--- src/rtl/fifo_uart_tx_pkg.sv ---
// fifo_uart_tx_pkg
//   Shared types and constants for the FIFO-fed UART transmitter.
//   - tx_state_t : transmitter FSM state encoding (3 bits)
//   - LINE_IDLE  : serial line level while idle and during stop bits
//   - LINE_START : serial line level of the start bit
package fifo_uart_tx_pkg;

  typedef enum logic [2:0] {
    ST_IDLE  = 3'd0,
    ST_FETCH = 3'd1,
    ST_LOAD  = 3'd2,
    ST_START = 3'd3,
    ST_DATA  = 3'd4,
    ST_STOP  = 3'd5
  } tx_state_t;

  localparam logic LINE_IDLE  = 1'b1;
  localparam logic LINE_START = 1'b0;

endpackage

--- src/rtl/fifo_uart_tx_baud_tick.sv ---
// baud_tick
//   Bit-period counter for the UART transmitter. Counts clk cycles within
//   one serial bit and flags the last cycle of that bit.
//   Ports:
//     clk    in  system clock
//     nreset in  asynchronous active-low reset
//     clear  in  hold the counter at 0 (used while no bit is on the line)
//     tick   out high on the last cycle of a bit
module baud_tick #(
  parameter int CLKS_PER_BIT = 104
) (
  input  logic clk,
  input  logic nreset,
  input  logic clear,
  output logic tick
);

  localparam int              CNT_W    = $clog2(CLKS_PER_BIT);
  localparam logic [CNT_W-1:0] CNT_LAST = CNT_W'(CLKS_PER_BIT - 1);

  logic [CNT_W-1:0] cnt_reg;
  logic [CNT_W-1:0] cnt_next;

  assign tick = (cnt_reg == CNT_LAST);

  // Reload on every bit end so the count restarts in step with each new
  // bit; it never wraps in the middle of a bit.
  always_comb begin
    cnt_next = cnt_reg + CNT_W'(1);
    if (clear || tick) begin
      cnt_next = '0;
    end
  end

  always_ff @(posedge clk or negedge nreset) begin
    if (!nreset) begin
      cnt_reg <= '0;
    end else begin
      cnt_reg <= cnt_next;
    end
  end

endmodule

--- src/rtl/fifo_uart_tx.sv ---
// fifo_uart_tx
//   Sole reader of the upstream byte FIFO. When enabled and the FIFO is not
//   empty it pops one word and sends it LSB-first as an asynchronous serial
//   frame: one start bit, DATA_WIDTH data bits, STOP_BITS stop bits.
//   Ports:
//     clk          in  system clock
//     nreset       in  asynchronous active-low reset
//     enable_i     in  permits a new frame; only looked at in IDLE
//     fifo_empty_i in  FIFO empty flag
//     fifo_data_i  in  FIFO registered read data (valid the cycle after a pop)
//     fifo_read_o  out one-cycle pop request per word
//     tx_o         out registered serial line, idles high
//     busy_o       out high whenever a frame is being fetched or sent
//     sent_o       out one-cycle pulse when the last stop bit completes
module fifo_uart_tx
  import fifo_uart_tx_pkg::*;
#(
  parameter int DATA_WIDTH   = 8,
  parameter int CLKS_PER_BIT = 104,
  parameter int STOP_BITS    = 1
) (
  input  logic                  clk,
  input  logic                  nreset,
  input  logic                  enable_i,
  input  logic                  fifo_empty_i,
  input  logic [DATA_WIDTH-1:0] fifo_data_i,
  output logic                  fifo_read_o,
  output logic                  tx_o,
  output logic                  busy_o,
  output logic                  sent_o
);

  localparam int               IDX_W     = $clog2(DATA_WIDTH + 1);
  localparam logic [IDX_W-1:0] IDX_LAST  = IDX_W'(DATA_WIDTH - 1);
  // Value of the 1-bit stop counter during the final stop bit.
  localparam logic             STOP_LAST = (STOP_BITS == 2);

  tx_state_t             state_reg;
  logic [DATA_WIDTH-1:0] shift_reg;
  logic [IDX_W-1:0]      bit_idx_reg;
  logic                  stop_cnt_reg;
  logic                  tx_reg;
  logic                  sent_reg;
  logic                  baud_clear;
  logic                  bit_end;

  // The bit timer only runs while a bit is on the line; holding it clear
  // through IDLE/FETCH/LOAD makes the start bit begin with a count of 0.
  assign baud_clear = (state_reg == ST_IDLE) || (state_reg == ST_FETCH) ||
                      (state_reg == ST_LOAD);

  baud_tick #(
    .CLKS_PER_BIT(CLKS_PER_BIT)
  ) u_baud_tick (
    .clk   (clk),
    .nreset(nreset),
    .clear (baud_clear),
    .tick  (bit_end)
  );

  always_ff @(posedge clk or negedge nreset) begin
    if (!nreset) begin
      state_reg    <= ST_IDLE;
      shift_reg    <= '0;
      bit_idx_reg  <= '0;
      stop_cnt_reg <= 1'b0;
      tx_reg       <= LINE_IDLE;
      sent_reg     <= 1'b0;
    end else begin
      sent_reg <= 1'b0;
      case (state_reg)
        ST_IDLE: begin
          if (enable_i && !fifo_empty_i) begin
            state_reg <= ST_FETCH;
          end
        end
        ST_FETCH: begin
          state_reg <= ST_LOAD;
        end
        ST_LOAD: begin
          // Read data from the pop issued in FETCH is valid now.
          shift_reg    <= fifo_data_i;
          bit_idx_reg  <= '0;
          stop_cnt_reg <= 1'b0;
          tx_reg       <= LINE_START;
          state_reg    <= ST_START;
        end
        ST_START: begin
          if (bit_end) begin
            tx_reg    <= shift_reg[0];
            state_reg <= ST_DATA;
          end
        end
        ST_DATA: begin
          if (bit_end) begin
            shift_reg   <= shift_reg >> 1;
            bit_idx_reg <= bit_idx_reg + IDX_W'(1);
            if (bit_idx_reg == IDX_LAST) begin
              tx_reg    <= LINE_IDLE;
              state_reg <= ST_STOP;
            end else begin
              // Next bit is shift_reg[1] before the shift lands.
              tx_reg <= shift_reg[1];
            end
          end
        end
        ST_STOP: begin
          if (bit_end) begin
            if (stop_cnt_reg == STOP_LAST) begin
              sent_reg  <= 1'b1;
              state_reg <= ST_IDLE;
            end else begin
              stop_cnt_reg <= 1'b1;
            end
          end
        end
        default: begin
          state_reg <= ST_IDLE;
        end
      endcase
    end
  end

  assign fifo_read_o = (state_reg == ST_FETCH);
  assign busy_o      = (state_reg != ST_IDLE);
  assign tx_o        = tx_reg;
  assign sent_o      = sent_reg;

endmodule
--- config.mk ---
export PLATFORM = sky130hd
export DESIGN_NAME = fifo_uart_tx
export DESIGN_NICKNAME = d
export VERILOG_FILES = /design/src/rtl/fifo_uart_tx_pkg.sv /design/src/rtl/fifo_uart_tx_baud_tick.sv /design/src/rtl/fifo_uart_tx.sv
export SDC_FILE = /design/constraint.sdc
export NUM_CORES = 1
export LEC_CHECK = 0
export BUFFER_PORTS_ARGS = -buffer_cell sky130_fd_sc_hd__buf_2
export CAP_MARGIN = 10
export CORE_ASPECT_RATIO = 0.75
export CORE_MARGIN = 2
export CORE_UTILIZATION = 40
export CTS_CLUSTER_SIZE = 14
export DETAILED_ROUTE_END_ITERATION = 10
export PLACE_DENSITY = 0.68
export SLEW_MARGIN = 40
export SYNTH_ARGS = -nofsm -noshare
export SYNTH_HDL_FRONTEND = slang
export SYNTH_SLANG_ARGS = --single-unit
--- constraint.sdc ---
create_clock -name clk -period 1.7 [get_ports clk]
set_input_delay 0 -clock clk [delete_from_list [all_inputs] [get_ports clk]]
set_output_delay 0 -clock clk [all_outputs]
set_load 0.005 [all_outputs]
Word-level counts from Yosys, hierarchy flattened
Index checks and enable logic that the tools add are counted.
{ "word_totals": {"register_bits": 25, "latchBits": 0, "mem_bits_rw": 0, "rom_bits": 0, "input_bits": 12, "output_inout_bits": 4, "word_cells": 58, "n_memories": 0} }
{ "op_classes": {"add_sub_neg": 2, "mul": 0, "n_div": 0, "order_cmp": 0, "n_eq_ne": 13, "shifts": 0, "n_mux": 22, "n_bitwise": 0, "n_reduce_logical": 14} }
{ "op_table": {"columns": ["op", "count"], "rows": [
  ["3-bit two-way mux", 6],
  ["3-bit one-hot mux with 6 select lines", 1],
  ["8-bit one-hot mux with 2 select lines", 1],
  ["1-bit two-way mux", 8],
  ["8-bit two-way mux", 1],
  ["2-bit by 1-bit != test with 1-bit output, second input constant", 4],
  ["4-bit one-hot mux with 2 select lines", 1],
  ["7-bit by 1-bit adder with 7-bit output, second input constant", 1],
  ["7-bit == test, second input constant", 1],
  ["7-bit two-way mux", 1],
  ["3-bit by 2-bit == test with 1-bit output, second input constant", 2],
  ["3-bit == test, second input constant", 2],
  ["6-bit AND reduction", 1],
  ["3-bit nonzero test", 2],
  ["4-bit by 1-bit adder with 4-bit output, second input constant", 1],
  ["4-bit by 3-bit == test with 1-bit output, second input constant", 1],
  ["4-bit two-way mux", 1],
  ["2-bit != test, second input constant", 2],
  ["2-bit AND reduction", 2],
  ["2-bit nonzero test", 2],
  ["3-bit by 1-bit == test with 1-bit output, second input constant", 1],
  ["3-bit logical NOT", 1],
  ["1-bit logical OR", 3],
  ["1-bit one-hot mux with 3 select lines", 1],
  ["other kinds (4)", 4]
]} }

Longest topological paths before layout
{ "logic_depth": {"depth_word": 5, "mapped_depth": 6, "mapped_depth_nobuf": 5} }

Hierarchy
Synthesis repeated with hierarchy kept, for this count alone.
{ "unflattened": {"hier_cells": 141, "hier_area_um2": 1408.9} }
{ "by_module_without_submodules": {"columns": ["module", "n_inst", "cells_each", "area_each_um2", "seq_area_each_um2"], "rows": [
  ["fifo_uart_tx", 1, 108, 1069.8, 451.7],
  ["baud_tick", 1, 33, 339.1, 175.2]
]} }

Worst setup path before layout
No wires, ideal clock.
{ "synth_path": {"path_kind": "flip-flop to flip-flop", "startpoint": "register u_baud_tick.cnt_reg[0]", "endpoint": "register shift_reg[0]", "setup_ns": 0.125, "arrival_time_ns": 1.556, "required_ns": 1.575, "setup_slack_ns": 0.020, "path_stages_with_launch": 7, "n_path_buf": 1, "synth_period_minus_slack_ns": 1.680, "path_cell_list": "dfrtp_1 -> ha_1 -> and3_1 -> buf_2 -> a31oi_2 -> nor2_4 -> mux2_2"} }
{ "synth_via": {"elab_chain_len": 3} }
{ "synth_rtl": {"columns": ["element", "line_no", "rtl"], "rows": [
  ["from (decl)", "fifo_uart_tx_baud_tick.sv:21", "logic [CNT_W-1:0] cnt_reg;"],
  ["from (signal assigned)", "fifo_uart_tx_baud_tick.sv:39", "cnt_reg <= cnt_next;"],
  ["7-bit == test", "fifo_uart_tx_baud_tick.sv:24", "assign tick = (cnt_reg == CNT_LAST);"],
  ["2-bit by 1-bit != test with 1-bit output (no source line)", null, null],
  ["2-bit AND reduction (no source line)", null, null],
  ["to (signal assigned)", "fifo_uart_tx.sv:82", "shift_reg <= fifo_data_i;"],
  ["to (signal assigned)", "fifo_uart_tx.sv:96", "shift_reg <= shift_reg >> 1;"],
  ["to (decl)", "fifo_uart_tx.sv:39", "logic [DATA_WIDTH-1:0] shift_reg;"]
]} }
Every way passes these cells.
A chain may end at the register's enable or synchronous reset.

Final worst setup path
{ "layout_path": {"startpoint": "register u_baud_tick.cnt_reg[4]", "endpoint": "register state_reg[0]"} }
{ "layout_via": {"elab_chain_len": 3, "elab_cells_between_ends": 5, "classes_between": "4 x eq/ne; 1 x reduce/logical"} }
{ "layout_rtl": {"columns": ["element", "line_no", "rtl"], "rows": [
  ["7-bit == test *", "fifo_uart_tx_baud_tick.sv:24", null],
  ["2-bit by 1-bit != test with 1-bit output (no source line)", null, null],
  ["6-bit AND reduction (no source line) *", null, null],
  ["to (signal assigned)", "fifo_uart_tx.sv:63", "state_reg <= ST_IDLE;"],
  ["to (signal assigned)", "fifo_uart_tx.sv:74", "state_reg <= ST_FETCH;"],
  ["to (signal assigned)", "fifo_uart_tx.sv:78", "state_reg <= ST_LOAD;"],
  ["to (decl)", "fifo_uart_tx.sv:38", "tx_state_t state_reg;"]
]} }
Mark *: on every way between the ends. The rest lies on a longest branch, timed or not.

==> impl_metrics.tcl <==
set metrics [dict create \
    status "finished, final reports clean" \
    fmax_mhz 604 \
    cts.sinks 25 \
    reg2reg_slack_ns 0.04 \
    synth_edf_count 0 \
    rr_worst_depth 5 \
    cts.path.max_buffers 2 \
    rsz0062_at_grt "true" \
    worstSkewPairLatency_ns 0.28 \
    largest_register_ffs 8 \
    pwr-share-comb_pct 4.4 \
    yosys_warnings 0 \
    vias 1055 \
    power_mw 1.03 \
    worst_setup_path_end_kind "flip-flop" \
    hp-class "in2reg" \
    antenna_found_initial 0 \
    syn_inst 126 \
    syn-num-nets 140 \
    fin_skew_ns 0.00536 \
    r2r-start "u_baud_tick.cnt_reg[4]$_DFF_PN0_" \
    fin_nets 173 \
    critPathCapture "state_reg[0]$_DFFE_PN0P_" \
    syn-cell-area_um2 1340 \
    fin_util_pct 51.1 \
    synth.ff_latch_count 25 \
    cp-startpoint "u_baud_tick.cnt_reg[4]$_DFF_PN0_" \
    synthTopCellsByArea "dfrtp_1 45%, mux2_2 13%, nand3_1 3.4%" \
    area_growth_pct 23.9 \
    ant_nets 0 \
    place.gp.congestion 0.880 \
    p_switching_uw 233 \
    dp_hpwl_mm 2.01 \
    initial_utilization_pct 41.2 \
    numCtsBuffers 3 \
    reg2reg_to "state_reg[0]$_DFFE_PN0P_" \
    crit_type "reg2reg" \
    final.setup.tns_ns 0 \
    leakagePower_nw 0.715 \
    synthTopCellsByCount "24 x dfrtp_1, 15 x mux2_2, 10 x nor2_1, 9 x nand3_1, 8 x o21ai_0" \
    power_frac_clock_pct 36.4 \
    crit_path_top_delay_cell "or4_1" \
    detail_route.vias_per_cell 5.33 \
    die_area_um2 3830 \
    worstHoldStart "fifo_data_i[7]" \
    wl_per_cell_um 14.4 \
    grt_pass1_vias 968 \
    synth.most_common_cell "dfrtp_1" \
    placementRows 18 \
    h-tree-depth 1 \
    cts_root_buffer "clkbuf_8" \
    track_usage_pct 15.1 \
    switching_share_pct 22.7 \
    avgSynthCellArea_um2 10.6 \
    netlist.area_leader.share_pct 44.9 \
    power_density_nw_per_um2 620 \
    cp_data_required_time_ns 1.90 \
    drc 0 \
    internal-power_uw 795 \
    drt_first_iter_violations 117 \
    core_area_um2 3240 \
    first_pass_iters 4 \
    grt_pass1_wl_mm 4.51 \
    multi_input_area_um2 697 \
    fillers 293 \
    ys_seq_area_share_pct 46.9 \
    synth_top_cell_by_area "dfrtp_1" \
    finalSetupViolCount 0 \
    tightest_slew_ns 0.566 \
    pin_count 16 \
    grt_overflow 0 \
    die_h_um 54.1 \
    slew_headroom_pct 62.3 \
    crit_arrival_ns 1.85 \
    irDropWorstVdd_mv 0.321 \
    drive_above_1_share_pct 40.5 \
    clk_pin_slew_worst_paths_ns 0.09 \
    cp_max_fo 4 \
    die_w_um 70.8 \
    final-hold-violation-count 0 \
    finalCriticalPeriod_ns 1.66 \
    diodes 0 \
    slew_viol_final 0 \
    regArea_um2 627 \
    routed_wl_mm 2.84 \
    cts_tree "yes" \
    max_cap_viol_count 0 \
    synth_cell_types 39 \
    cp_slowest_stage_delay_ns 0.47 \
    async_flop_share_pct 100 \
    cp_cell_sequence "nor3b_4, buf_6, nand3_2, or4_1, o211ai_1" \
    grt_start_max_net_pins 26 \
    critPathLaunchType "flip-flop" \
    pwr-share-seq_pct 59.2 \
    io_buffers 15 \
    fin_crit_sh_pct 97.4 \
    synth_flop_cell "dfrtp_1" \
]
-- cell type report --
| class | instances | area share, % |
|---|---|---|
| clock buffer | 3 | 2.49 |
| timing repair buffer | 34 | 13.5 |
| multi-input combinational | 92 | 42.0 |
| clock inverter | 1 | 0.453 |
| sequential | 25 | 37.8 |
| inverter | 3 | 0.679 |
| tap | 40 | 3.02 |
-- worst min-delay path by stage --
stage	endpoint	slack [ns]	cells after the start
after floorplan	bit_idx_reg[0]$_DFFE_PN0P_	-0.30	0
after global placement	u_baud_tick.cnt_reg[3]$_DFF_PN0_	0.02	1
after global routing	shift_reg[7]$_DFFE_PN0P_	0.05	3
after CTS	shift_reg[7]$_DFFE_PN0P_	0.03	3
final	shift_reg[7]$_DFFE_PN0P_	0.04	3
after detailed placement	u_baud_tick.cnt_reg[3]$_DFF_PN0_	0.03	1
-- per-layer routing --
layer	routed length (um)	vias to the layer above	track usage, %
met3	105	3	3.37
met4	22	0	3.77
met2	1360	23	24.0
met1	1360	512	21.1
li1	-	517	-
met5	0	-	0
-- placed cells by master, fill, tap and decap left out, types with 3 or more instances in the layout --
master	n
nor2b_1	3
dfrtp_1	24
nand2_1	3
inv_1	3
clkbuf_8	3
nand3_1	9
mux2_2	15
buf_4	17
nor2_1	10
o21ai_0	8
a21oi_1	5
buf_2	15
o211ai_1	3
-- metrics by stage --
| step | hold slack (ns) | std cells | area [um^2] | setup WS [ns] |
|---|---|---|---|---|
| global placement | 0.0150 | 189 | 1540 | 0.0731 |
| detailed placement | 0.0306 | 189 | 1540 | 0.0182 |
| floorplan | -0.296 | 126 | 1340 | 0.0195 |
| CTS | 0.0329 | 194 | 1600 | 0.0360 |
| global route | 0.0493 | 198 | 1660 | -0.0171 |
| finish | 0.0374 | 198 | 1660 | 0.0440 |
-- worst max-delay path, delay by kind of cell, from the launching register on --
family                 cells  cell delay, ns
AO/OA/AOI/OAI              1            0.10
buffers and inverters      1            0.17
flip-flops                 1            0.43
AND/OR/NAND/NOR            3            0.87
-- repair_timing --
| action | 4_1_cts | 5_1_grt |
|---|---|---|
| endpoints found under the setup margin | 1 | 10 |
| gates resized for setup | 1 | 7 |
| pin swaps | 0 | 2 |
| hold buffers | 1 | 0 |
| buffers inserted | 0 | 4 |
| endpoints found under the hold margin | 24 | 0 |
-- kinds of logic (layout without fill, tap and decap cells) --
kind of cell / count (synthesis) / count (layout) / share of synthesized area (%)
XOR/XNOR: 4 / 4 / 2.62
flip-flops: 25 / 25 / 46.9
multiplexers: 15 / 15 / 12.6
buffers and inverters: 9 / 41 / 2.81
AND/OR/NAND/NOR: 46 / 46 / 21.1
adder cells (fa/ha/maj): 2 / 2 / 1.87
AO/OA/AOI/OAI: 25 / 25 / 12.1
-- power groups by stage --
stage,Combinational [mW],Clock [mW],Sequential (mW)
after detailed placement,0.0449,0,0.621
final,0.0451,0.374,0.609
after global routing,0.0530,0.401,0.611
after floorplan,0.0183,0,0.619
after global placement,0.0429,0,0.620
after CTS,0.0467,0.381,0.609
Note: power is estimated with default switching activity, not from simulation.
